<file path="src/rtl/nvme_perr_pkg.sv">
// nvme_perr_pkg
//   Shared definitions for the NVMe AFU parity-error collectors.
//   - perr_state_e : interrupt handshake states (IDLE/REPORT/HOLD)
//   - DEFAULT_*    : default widths used by nvme_perr_capture
//   - lowest_set_idx : lowest-set-bit priority encode over up to 32 sources
package nvme_perr_pkg;

    localparam int DEFAULT_NUM_SOURCES = 8;
    localparam int DEFAULT_SRC_WIDTH   = 5;
    localparam int DEFAULT_CNT_WIDTH   = 16;
    localparam int MAX_SOURCES         = 32;

    typedef enum logic [1:0] {
        IDLE   = 2'b00,
        REPORT = 2'b01,
        HOLD   = 2'b10
    } perr_state_e;

    // Index of the lowest set bit; returns 0 when no bit is set, so callers
    // must qualify the result with their own any-set flag.
    function automatic logic [4:0] lowest_set_idx(input logic [MAX_SOURCES-1:0] vec);
        logic [4:0] idx;
        idx = '0;
        for (int i = MAX_SOURCES - 1; i >= 0; i--) begin
            if (vec[i]) begin
                idx = 5'(i);
            end
        end
        return idx;
    endfunction

endpackage

</file>
<file path="src/rtl/nvme_perr_prienc.sv">
// nvme_perr_prienc
//   Parameterised lowest-index priority encoder.
//   Ports:
//     req     in  [width]      request vector
//     idx     out [idx_width]  index of lowest set bit (0 when none set)
//     any_set out 1            at least one bit of req is set
module nvme_perr_prienc
    import nvme_perr_pkg::*;
#(
    parameter int width     = DEFAULT_NUM_SOURCES,
    parameter int idx_width = DEFAULT_SRC_WIDTH
) (
    input  logic [width-1:0]     req,
    output logic [idx_width-1:0] idx,
    output logic                 any_set
);

    logic [MAX_SOURCES-1:0] req_ext;
    logic [4:0]             idx_full;

    // Widen to the shared function's fixed width, then resize the index.
    always_comb begin
        req_ext              = '0;
        req_ext[width-1:0]   = req;
        idx_full             = lowest_set_idx(req_ext);
        idx                  = idx_width'(idx_full);
        any_set              = |req;
    end

endmodule

</file>
<file path="src/rtl/nvme_perr_capture.sv">
// nvme_perr_capture
//   Collects the combinational parerr outputs of up to num_sources parity
//   checkers: registers them, keeps sticky per-source status, records the
//   first failing source, counts error cycles (saturating) and runs an
//   interrupt request/acknowledge handshake.
//   Optional macro NVME_PERR_INJECT_EN adds inj_valid/inj_bits error injection.
//   Ports:
//     clk, reset_n          clock, asynchronous active-low reset
//     perr_in   [N]         raw parity errors, bit i = source i
//     mask      [N]         1 = source excluded from interrupt
//     clr_valid/clr_bits    write-1-to-clear sticky bits
//     clr_cnt               with clr_valid: zero counter, re-arm first capture
//     int_ack               interrupt acknowledge (only honoured in REPORT)
//     inj_valid/inj_bits    error injection (NVME_PERR_INJECT_EN only)
//     perr_sticky [N]       sticky status
//     first_valid/first_src first failing source since last re-arm
//     err_cnt               saturating count of cycles with any error
//     int_req               interrupt request level
module nvme_perr_capture
    import nvme_perr_pkg::*;
#(
    parameter int num_sources = DEFAULT_NUM_SOURCES,
    parameter int src_width   = DEFAULT_SRC_WIDTH,
    parameter int cnt_width   = DEFAULT_CNT_WIDTH
) (
    input  logic                   clk,
    input  logic                   reset_n,
    input  logic [num_sources-1:0] perr_in,
    input  logic [num_sources-1:0] mask,
    input  logic                   clr_valid,
    input  logic [num_sources-1:0] clr_bits,
    input  logic                   clr_cnt,
    input  logic                   int_ack,
`ifdef NVME_PERR_INJECT_EN
    input  logic                   inj_valid,
    input  logic [num_sources-1:0] inj_bits,
`endif
    output logic [num_sources-1:0] perr_sticky,
    output logic                   first_valid,
    output logic [src_width-1:0]   first_src,
    output logic [cnt_width-1:0]   err_cnt,
    output logic                   int_req
);

    logic [num_sources-1:0] perr_raw;
    logic [num_sources-1:0] perr_q;
    logic [num_sources-1:0] clr_eff;
    logic [num_sources-1:0] sticky_next;
    logic [num_sources-1:0] fresh_unmasked;
    logic                   pend;
    logic                   rearm;
    logic [src_width-1:0]   enc_idx;
    logic                   enc_any;
    perr_state_e            state;
    perr_state_e            state_next;

`ifdef NVME_PERR_INJECT_EN
    assign perr_raw = perr_in | (inj_valid ? inj_bits : '0);
`else
    assign perr_raw = perr_in;
`endif

    // Timing flop between the checkers and the collector; no filtering.
    always_ff @(posedge clk or negedge reset_n) begin
        if (!reset_n) begin
            perr_q <= '0;
        end else begin
            perr_q <= perr_raw;
        end
    end

    // Sticky next value: a clear never beats an error on the same bit in the
    // same cycle. fresh_unmasked marks unmasked 0->1 sticky transitions.
    always_comb begin
        clr_eff        = clr_valid ? clr_bits : '0;
        sticky_next    = (perr_sticky & ~clr_eff) | perr_q;
        fresh_unmasked = sticky_next & ~perr_sticky & ~mask;
        pend           = |(sticky_next & ~mask);
        rearm          = clr_valid & clr_cnt;
    end

    nvme_perr_prienc #(
        .width     (num_sources),
        .idx_width (src_width)
    ) u_prienc (
        .req     (perr_q),
        .idx     (enc_idx),
        .any_set (enc_any)
    );

    // Status registers. A re-arm coinciding with an error recaptures at once,
    // and the counter restarts at 1 rather than 0 in that case.
    always_ff @(posedge clk or negedge reset_n) begin
        if (!reset_n) begin
            perr_sticky <= '0;
            first_valid <= 1'b0;
            first_src   <= '0;
            err_cnt     <= '0;
        end else begin
            perr_sticky <= sticky_next;

            if ((!first_valid || rearm) && enc_any) begin
                first_valid <= 1'b1;
                first_src   <= enc_idx;
            end else if (rearm) begin
                first_valid <= 1'b0;
            end

            if (rearm) begin
                err_cnt <= enc_any ? cnt_width'(1) : '0;
            end else if (enc_any && (err_cnt != {cnt_width{1'b1}})) begin
                err_cnt <= err_cnt + cnt_width'(1);
            end
        end
    end

    always_ff @(posedge clk or negedge reset_n) begin
        if (!reset_n) begin
            state <= IDLE;
        end else begin
            state <= state_next;
        end
    end

    // int_req is decoded from the state so that reset removes it without a clock.
    // HOLD waits for software to clear/mask everything, but a brand-new unmasked
    // error re-raises the request.
    always_comb begin
        state_next = state;
        int_req    = 1'b0;
        case (state)
            IDLE: begin
                if (pend) begin
                    state_next = REPORT;
                end
            end
            REPORT: begin
                int_req = 1'b1;
                if (int_ack) begin
                    state_next = HOLD;
                end
            end
            HOLD: begin
                if (|fresh_unmasked) begin
                    state_next = REPORT;
                end else if (!pend) begin
                    state_next = IDLE;
                end
            end
            default: begin
                state_next = IDLE;
            end
        endcase
    end

endmodule
</file>
<file path="config.mk">
export PLATFORM = sky130hd
export DESIGN_NAME = nvme_perr_capture
export DESIGN_NICKNAME = d
export VERILOG_FILES = /design/src/rtl/nvme_perr_pkg.sv /design/src/rtl/nvme_perr_prienc.sv /design/src/rtl/nvme_perr_capture.sv
export SDC_FILE = /design/constraint.sdc
export NUM_CORES = 1
export LEC_CHECK = 0
export CAP_MARGIN = 10
export CORE_ASPECT_RATIO = 0.75
export CORE_MARGIN = 4
export CORE_UTILIZATION = 25
export CTS_CLUSTER_SIZE = 25
export DETAILED_ROUTE_END_ITERATION = 8
export GPL_TIMING_DRIVEN = 0
export SETUP_SLACK_MARGIN = 0.1
export SYNTH_ARGS = -nofsm -noshare
export SYNTH_HDL_FRONTEND = slang
export SYNTH_SLANG_ARGS = --single-unit
</file>
<file path="constraint.sdc">
create_clock -name clk -period 2.9 [get_ports clk]
set_input_delay 0.29 -clock clk [delete_from_list [all_inputs] [get_ports clk]]
set_output_delay 0.29 -clock clk [all_outputs]
set_load 0.01 [all_outputs]
</file>
## Yosys cells after proc, flatten, opt, wreduce, memory -nomap -nowiden

Cells that the tools add are included.

| word-level totals | value |
|---|---|
| register bits after elaboration | 40 |
| bits of input ports | 29 |
| memory bits (read-only) | 0 |
| memories | 0 |
| latch bits | 0 |
| word-level logic and storage cells | 53 |
| memory bits (writable) | 0 |

| operators by class | value |
|---|---|
| add/subtract/negate cells | 1 |
| muxes and demuxes | 20 |
| shift-type cells | 0 |
| multiply operators | 0 |
| reduce and logical (&&, ||, !) cells | 11 |
| equal/unequal tests | 6 |
| $lt $le $gt $ge | 0 |
| bitwise operators | 9 |
| divide/modulo/power cells | 0 |

Operator list:

| operator | count |
|---|---|
| 8-bit bitwise AND | 4 |
| 16-bit two-way mux | 2 |
| 3-bit two-way mux | 8 |
| 8-bit NOT | 3 |
| 8-bit OR reduction | 3 |
| 16-bit by 1-bit adder with 16-bit output, second input constant | 1 |
| 16-bit inequality test, second input constant | 1 |
| 2-bit two-way mux | 4 |
| 8-bit two-way mux | 1 |
| 8-bit OR | 1 |
| 2-bit one-hot mux with 3 select lines | 1 |
| 1-bit two-way mux | 4 |
| 2-bit inequality test, second input constant | 2 |
| 2-bit nonzero test | 2 |
| 3-bit inequality test, second input constant | 1 |
| 3-bit AND reduction | 1 |
| 2-bit by 1-bit == test with 1-bit output, second input constant | 1 |
| 2-bit == test, second input constant | 1 |
| 1-bit logical AND | 2 |
| 2-bit zero test | 1 |
| 1-bit bitwise AND | 1 |
| 1-bit zero test | 1 |
| 1-bit logical OR | 1 |

## Longest topological paths before layout

| logic depth | value |
|---|---|
| depth in word-level cells | 9 |
| depth in mapped cells | 8 |
| gate-level depth less buffers | 6 |

## Hierarchy

Synthesis repeated with hierarchy kept, for this count alone.

| unflattened totals | value |
|---|---|
| cells, all modules | 195 |
| area total of the unflattened synthesis | 1,926.8 um^2 |

By module, submodules not included:

| module | times used | area each (um^2) | cells an instance | sequential area each (um^2) |
|---|---|---|---|---|
| nvme_perr_capture | 1 | 1,826.8 | 179 | 1,001.0 |
| nvme_perr_prienc | 1 | 100.1 | 16 | 0.0 |

## Worst setup path before layout

No wires, ideal clock.

| timing | value |
|---|---|
| path kind | reg2reg |
| start | register err_cnt[0] |
| end | register err_cnt[2] |
| required time | 2,768 ps |
| slack | 1,080 ps |
| arrival | 1,688 ps |
| cell stages (with the launch flop) | 9 |
| path buffers | 2 |
| cells stage by stage | dfrtp_1 -> ha_1 -> nand4_1 -> or4_1 -> buf_2 -> buf_6 -> nand3_1 -> xor2_1 -> nor2_1 |

| between the ends | value |
|---|---|
| longest elaborated chain between the ends | 3 |
| elaborated cells on any way between the ends | 6 |

Ends and longest elaborated chain:

| what | RTL line | RTL |
|---|---|---|
| start: declaration | nvme_perr_capture.sv:41 | `output logic [cnt_width-1:0] err_cnt,` |
| start signal: assignment | nvme_perr_capture.sv:110 | `err_cnt <= enc_any ? cnt_width'(1) : '0;` |
| start signal: assignment | nvme_perr_capture.sv:112 | `err_cnt <= err_cnt + cnt_width'(1);` |
| 16-bit by 1-bit adder with 16-bit output or 16-bit inequality test (tied branches) | nvme_perr_capture.sv:112, nvme_perr_capture.sv:111 |  |
| 16-bit two-way mux or 1-bit logical AND (tied branches) | nvme_perr_capture.sv:111 | `end else if (enc_any && (err_cnt != {cnt_width{1'b1}})) begin` |
| 16-bit two-way mux or 2-bit nonzero test (tied branches) | - |  |

Several ways; a longest one is shown, not always the timed one. The select of a mux whose other input is x is not followed.
A chain may end at the register's enable or synchronous reset.

## Worst setup path after layout

| timing | value |
|---|---|
| start | input clr_valid |
| end | register state[0] |

| between the ends | value |
|---|---|
| longest elaborated chain between the ends | 9 |
| elaborated cells on any way between the ends | 14 |

Ends and longest elaborated chain:

| what | RTL line | RTL |
|---|---|---|
| start: declaration | nvme_perr_capture.sv:30 | `input logic clr_valid,` |
| 8-bit two-way mux (*) | nvme_perr_capture.sv:75 | `clr_eff = clr_valid ? clr_bits : '0;` |
| 8-bit NOT (*) | nvme_perr_capture.sv:76 | `sticky_next = (perr_sticky & ~clr_eff) \| perr_q;` |
| 8-bit bitwise AND (*) | nvme_perr_capture.sv:76 |  |
| 8-bit OR (*) | nvme_perr_capture.sv:76 |  |
| 8-bit bitwise AND (2 in a row) | nvme_perr_capture.sv:77 | `fresh_unmasked = sticky_next & ~perr_sticky & ~mask;` |
| 8-bit OR reduction | nvme_perr_capture.sv:144 | `if (\|fresh_unmasked) begin` |
| 3-bit inequality test (no source line) or 2-bit two-way mux (tied branches) | - |  |
| 3-bit AND reduction (no source line) or 2-bit one-hot mux with 3 select lines (tied branches) | - |  |
| end signal: assignment | nvme_perr_capture.sv:121 | `state <= state_next;` |
| end: declaration | nvme_perr_capture.sv:54 | `perr_state_e state;` |

Every way passes the cells marked *; elsewhere a longest branch is shown, timed or not.

==> results.sh <==
export IMPL_vias=1616
export IMPL_io_pins=60
export IMPL_grtUsageTotal_pct=12.0
export IMPL_cp_required_ps=3080
export IMPL_rows=26
export IMPL_numPortBuffers=57
export IMPL_yosysSeqAreaShare_pct=52.5
export IMPL_max_slew_margin_rel_pct=42.5
export IMPL_diodes=0
export IMPL_finalSetupTns_ps=0
export IMPL_synth_seq_cells=38
export IMPL_synth_area_leaders="dfrtp_1 (52%), xor2_1 (6.3%), nor2_1 (5.0%)"
export IMPL_drt_first_pass_iters=4
export IMPL_fmax_mhz=484
export IMPL_synth_cells=188
export IMPL_fin_skew_ps=8.93
export IMPL_cap_violations=0
export IMPL_cts_root_buf="clkbuf_8"
export IMPL_gp_congestion=0.803
export IMPL_place_area_um2=2500
export IMPL_synth_main_ff_cell="dfrtp_1"
export IMPL_worstPathArrival_ps=2250
export IMPL_swShare_pct=26.5
export IMPL_area_delta_synth_final_pct=45.8
export IMPL_finalHoldViolCount=0
export IMPL_grt_ovfl_total=0
export IMPL_crit_path_end_kind="register"
export IMPL_cts_tree="built"
export IMPL_drc_errors=0
export IMPL_coreArea_um2=6930
export IMPL_numCtsBuffers=5
export IMPL_finalWirelength_mm=4.96
export IMPL_final_area_um2=2640
export IMPL_dieArea_um2=8690
export IMPL_netlist_area_um2=1810
export IMPL_grt_pass1_wl_mm=8.02
export IMPL_grt_pass1_vias=1557
export IMPL_hold_path_class="primary input to async pin"
export IMPL_synth_most_common_cell="dfrtp_1"
export IMPL_synth_distinct_cells=39
export IMPL_setup_viol=0
export IMPL_clkTransAtPathRegs_ps=80
export IMPL_synth_top_area_share_pct=52.5
export IMPL_yosys_warnings=0
export IMPL_antenna_found_initial=0
export IMPL_ir_worst_vdd_mv=0.219
export IMPL_pwr_share_clk_pct=36.6
export IMPL_path_cells="clkdlybuf4s50_1 > buf_6 > and3b_2 > o32ai_1 > a221o_1 > or3_1 > o311a_1"
export IMPL_hold_buffers=0
export IMPL_syn_area_per_cell_um2=9.64
export IMPL_cts_setup_buffers=0
export IMPL_clock_sinks=38
export IMPL_dieHeight_um=81.7
export IMPL_critPathMaxFanout=10
export IMPL_status="finished, final reports clean"
export IMPL_pwr_share_seq_pct=43.3
export IMPL_drv_slew=0
export IMPL_post_route_min_period_ps=2060
export IMPL_dpl_hpwl_mm=3.73
export IMPL_cp_start_kind="primary input"
export IMPL_max_stage_delay_ps=520
export IMPL_drtAntennaViolNets=0
export IMPL_vias_per_cell=4.59
export IMPL_final_nets=283
export IMPL_clock_path_buffers=2
export IMPL_p_per_area_nw_per_um2=565
export IMPL_ys_top_cells_by_count="dfrtp_1 (38), nor2_1 (24), nand2_1 (20)"
export IMPL_rsz0062_at_grt="no"
export IMPL_drive_gt1_share_pct=7.09
export IMPL_cts_htree_levels=2
export IMPL_internal_power_mw=1.10
export IMPL_synth_largest_area_cell="dfrtp_1"
export IMPL_initial_core_util_pct=26.1
export IMPL_crit_path_top_delay_cell="clkdlybuf4s50_1"
export IMPL_power_frac_comb_pct=20.2
export IMPL_tightest_slew_ps=862
export IMPL_p_leak_nw=1.11
export IMPL_synth_enable_flop_cells=0
export IMPL_drtIter0Drc=78
export IMPL_power_switching_mw=0.395
export IMPL_die_w_um=106
export IMPL_postCtsResizedCells=0
export IMPL_path_class="primary input to register"
export IMPL_fin_crit_sh_pct=71.2
export IMPL_grt_max_degree=39
export IMPL_clock_latency_ps=300
export IMPL_wire_per_inst_um=14.1
export IMPL_synth_async_reset_ratio_pct=100
-- routing by layer --
layer  vias up  global-route usage [%]  wire length, um
met5         -                       0                0
met4         0                    4.27               89
met3         8                    4.63              338
met2        43                    18.0             2210
met1       782                    15.7             2320
li1        783                       -                -
-- power groups by stage --
stage	sequential, mW	clock, mW	combinational, mW
after floorplan	0.659	0	0.119
after global placement	0.656	0	0.302
after detailed placement	0.656	0	0.305
after CTS	0.646	0.558	0.308
after global routing	0.655	0.584	0.334
final	0.646	0.546	0.301
-- registers in the layout (all words and copies together), names as in the netlist --
signal	cells
first_valid	1
err_cnt	16
state	2
first_src	3
perr_q	8
perr_sticky	8
-- per-stage QoR --
step	hold slack [ps]	power [mW]	setup WS (ps)	util, %	std cells
4_1_cts	131	1.51	855	38.1	352
5_1_grt	160	1.57	645	38.1	352
6_report	102	1.49	836	38.1	352
2_1_floorplan	-5.59	0.777	1080	-	189
3_5_place_dp	453	0.960	538	36.1	344
3_3_place_gp	469	0.958	543	36.2	344
-- worst max-delay path: cells and delay by family --
family | cells | cell delay (ps)
compound gates | 3 | 700
buf+inv | 2 | 690
simple gates | 2 | 570
-- path summary, 6_finish.rpt --
kind | start | to | slack [ps] | cells after the start
worst max register to register | perr_q[1]$_DFF_PN0_ | err_cnt[5]$_DFFE_PN0P_ | 860 | 5
max in group asynchronous | reset_n | err_cnt[8]$_DFFE_PN0P_ | 2250 | 1
worst min-delay path | reset_n | perr_q[7]$_DFF_PN0_ | 100 | 1
worst min register to register | first_src[0]$_DFFE_PN0P_ | first_src[0]$_DFFE_PN0P_ | 490 | 2
min in group clk | perr_in[0] | perr_q[0]$_DFF_PN0_ | 420 | 1
worst max-delay path | clr_valid | state[0]$_DFFE_PN0P_ | 840 | 7
-- logic make-up after synthesis --
family / after synthesis / synth area share (%)
other: 1 / 0.207
and+or+nand+nor: 87 / 23.5
DFF: 38 / 52.5
buffers and inverters: 15 / 4.42
xor gates and xnor gates: 13 / 6.28
AOI/OAI and AO/OA: 33 / 12.4
adders and majority gates: 1 / 0.690
-- layout by cell type, fill, tap and decap left out, types with 3 or more instances in the layout --
cell             netlist  final
clkdlybuf4s50_1        0     56
dfrtp_1               38     38
nor2_1                24     24
nand2_1               20     20
nand3_1               14     14
xor2_1                13     13
a21oi_1               10     10
inv_1                  8      8
nand4_1                7      7
clkbuf_8               0      5
a21o_1                 4      4
nor3_1                 4      4
and3_1                 4      4
a211oi_1               3      3
o21ai_0                3      3
-- final cells by class --
type	instances	area [um^2]
Fill cell	704	4290
Inverter	8	30.0
Clock buffer	5	68.8
Timing Repair Buffer	57	566
Buffer	7	50.0
Tap cell	98	123
Clock inverter	3	68.8
Sequential cell	38	951
Multi-Input combinational cell	136	785
No activity file was read; power rests on OpenSTA's default activity.
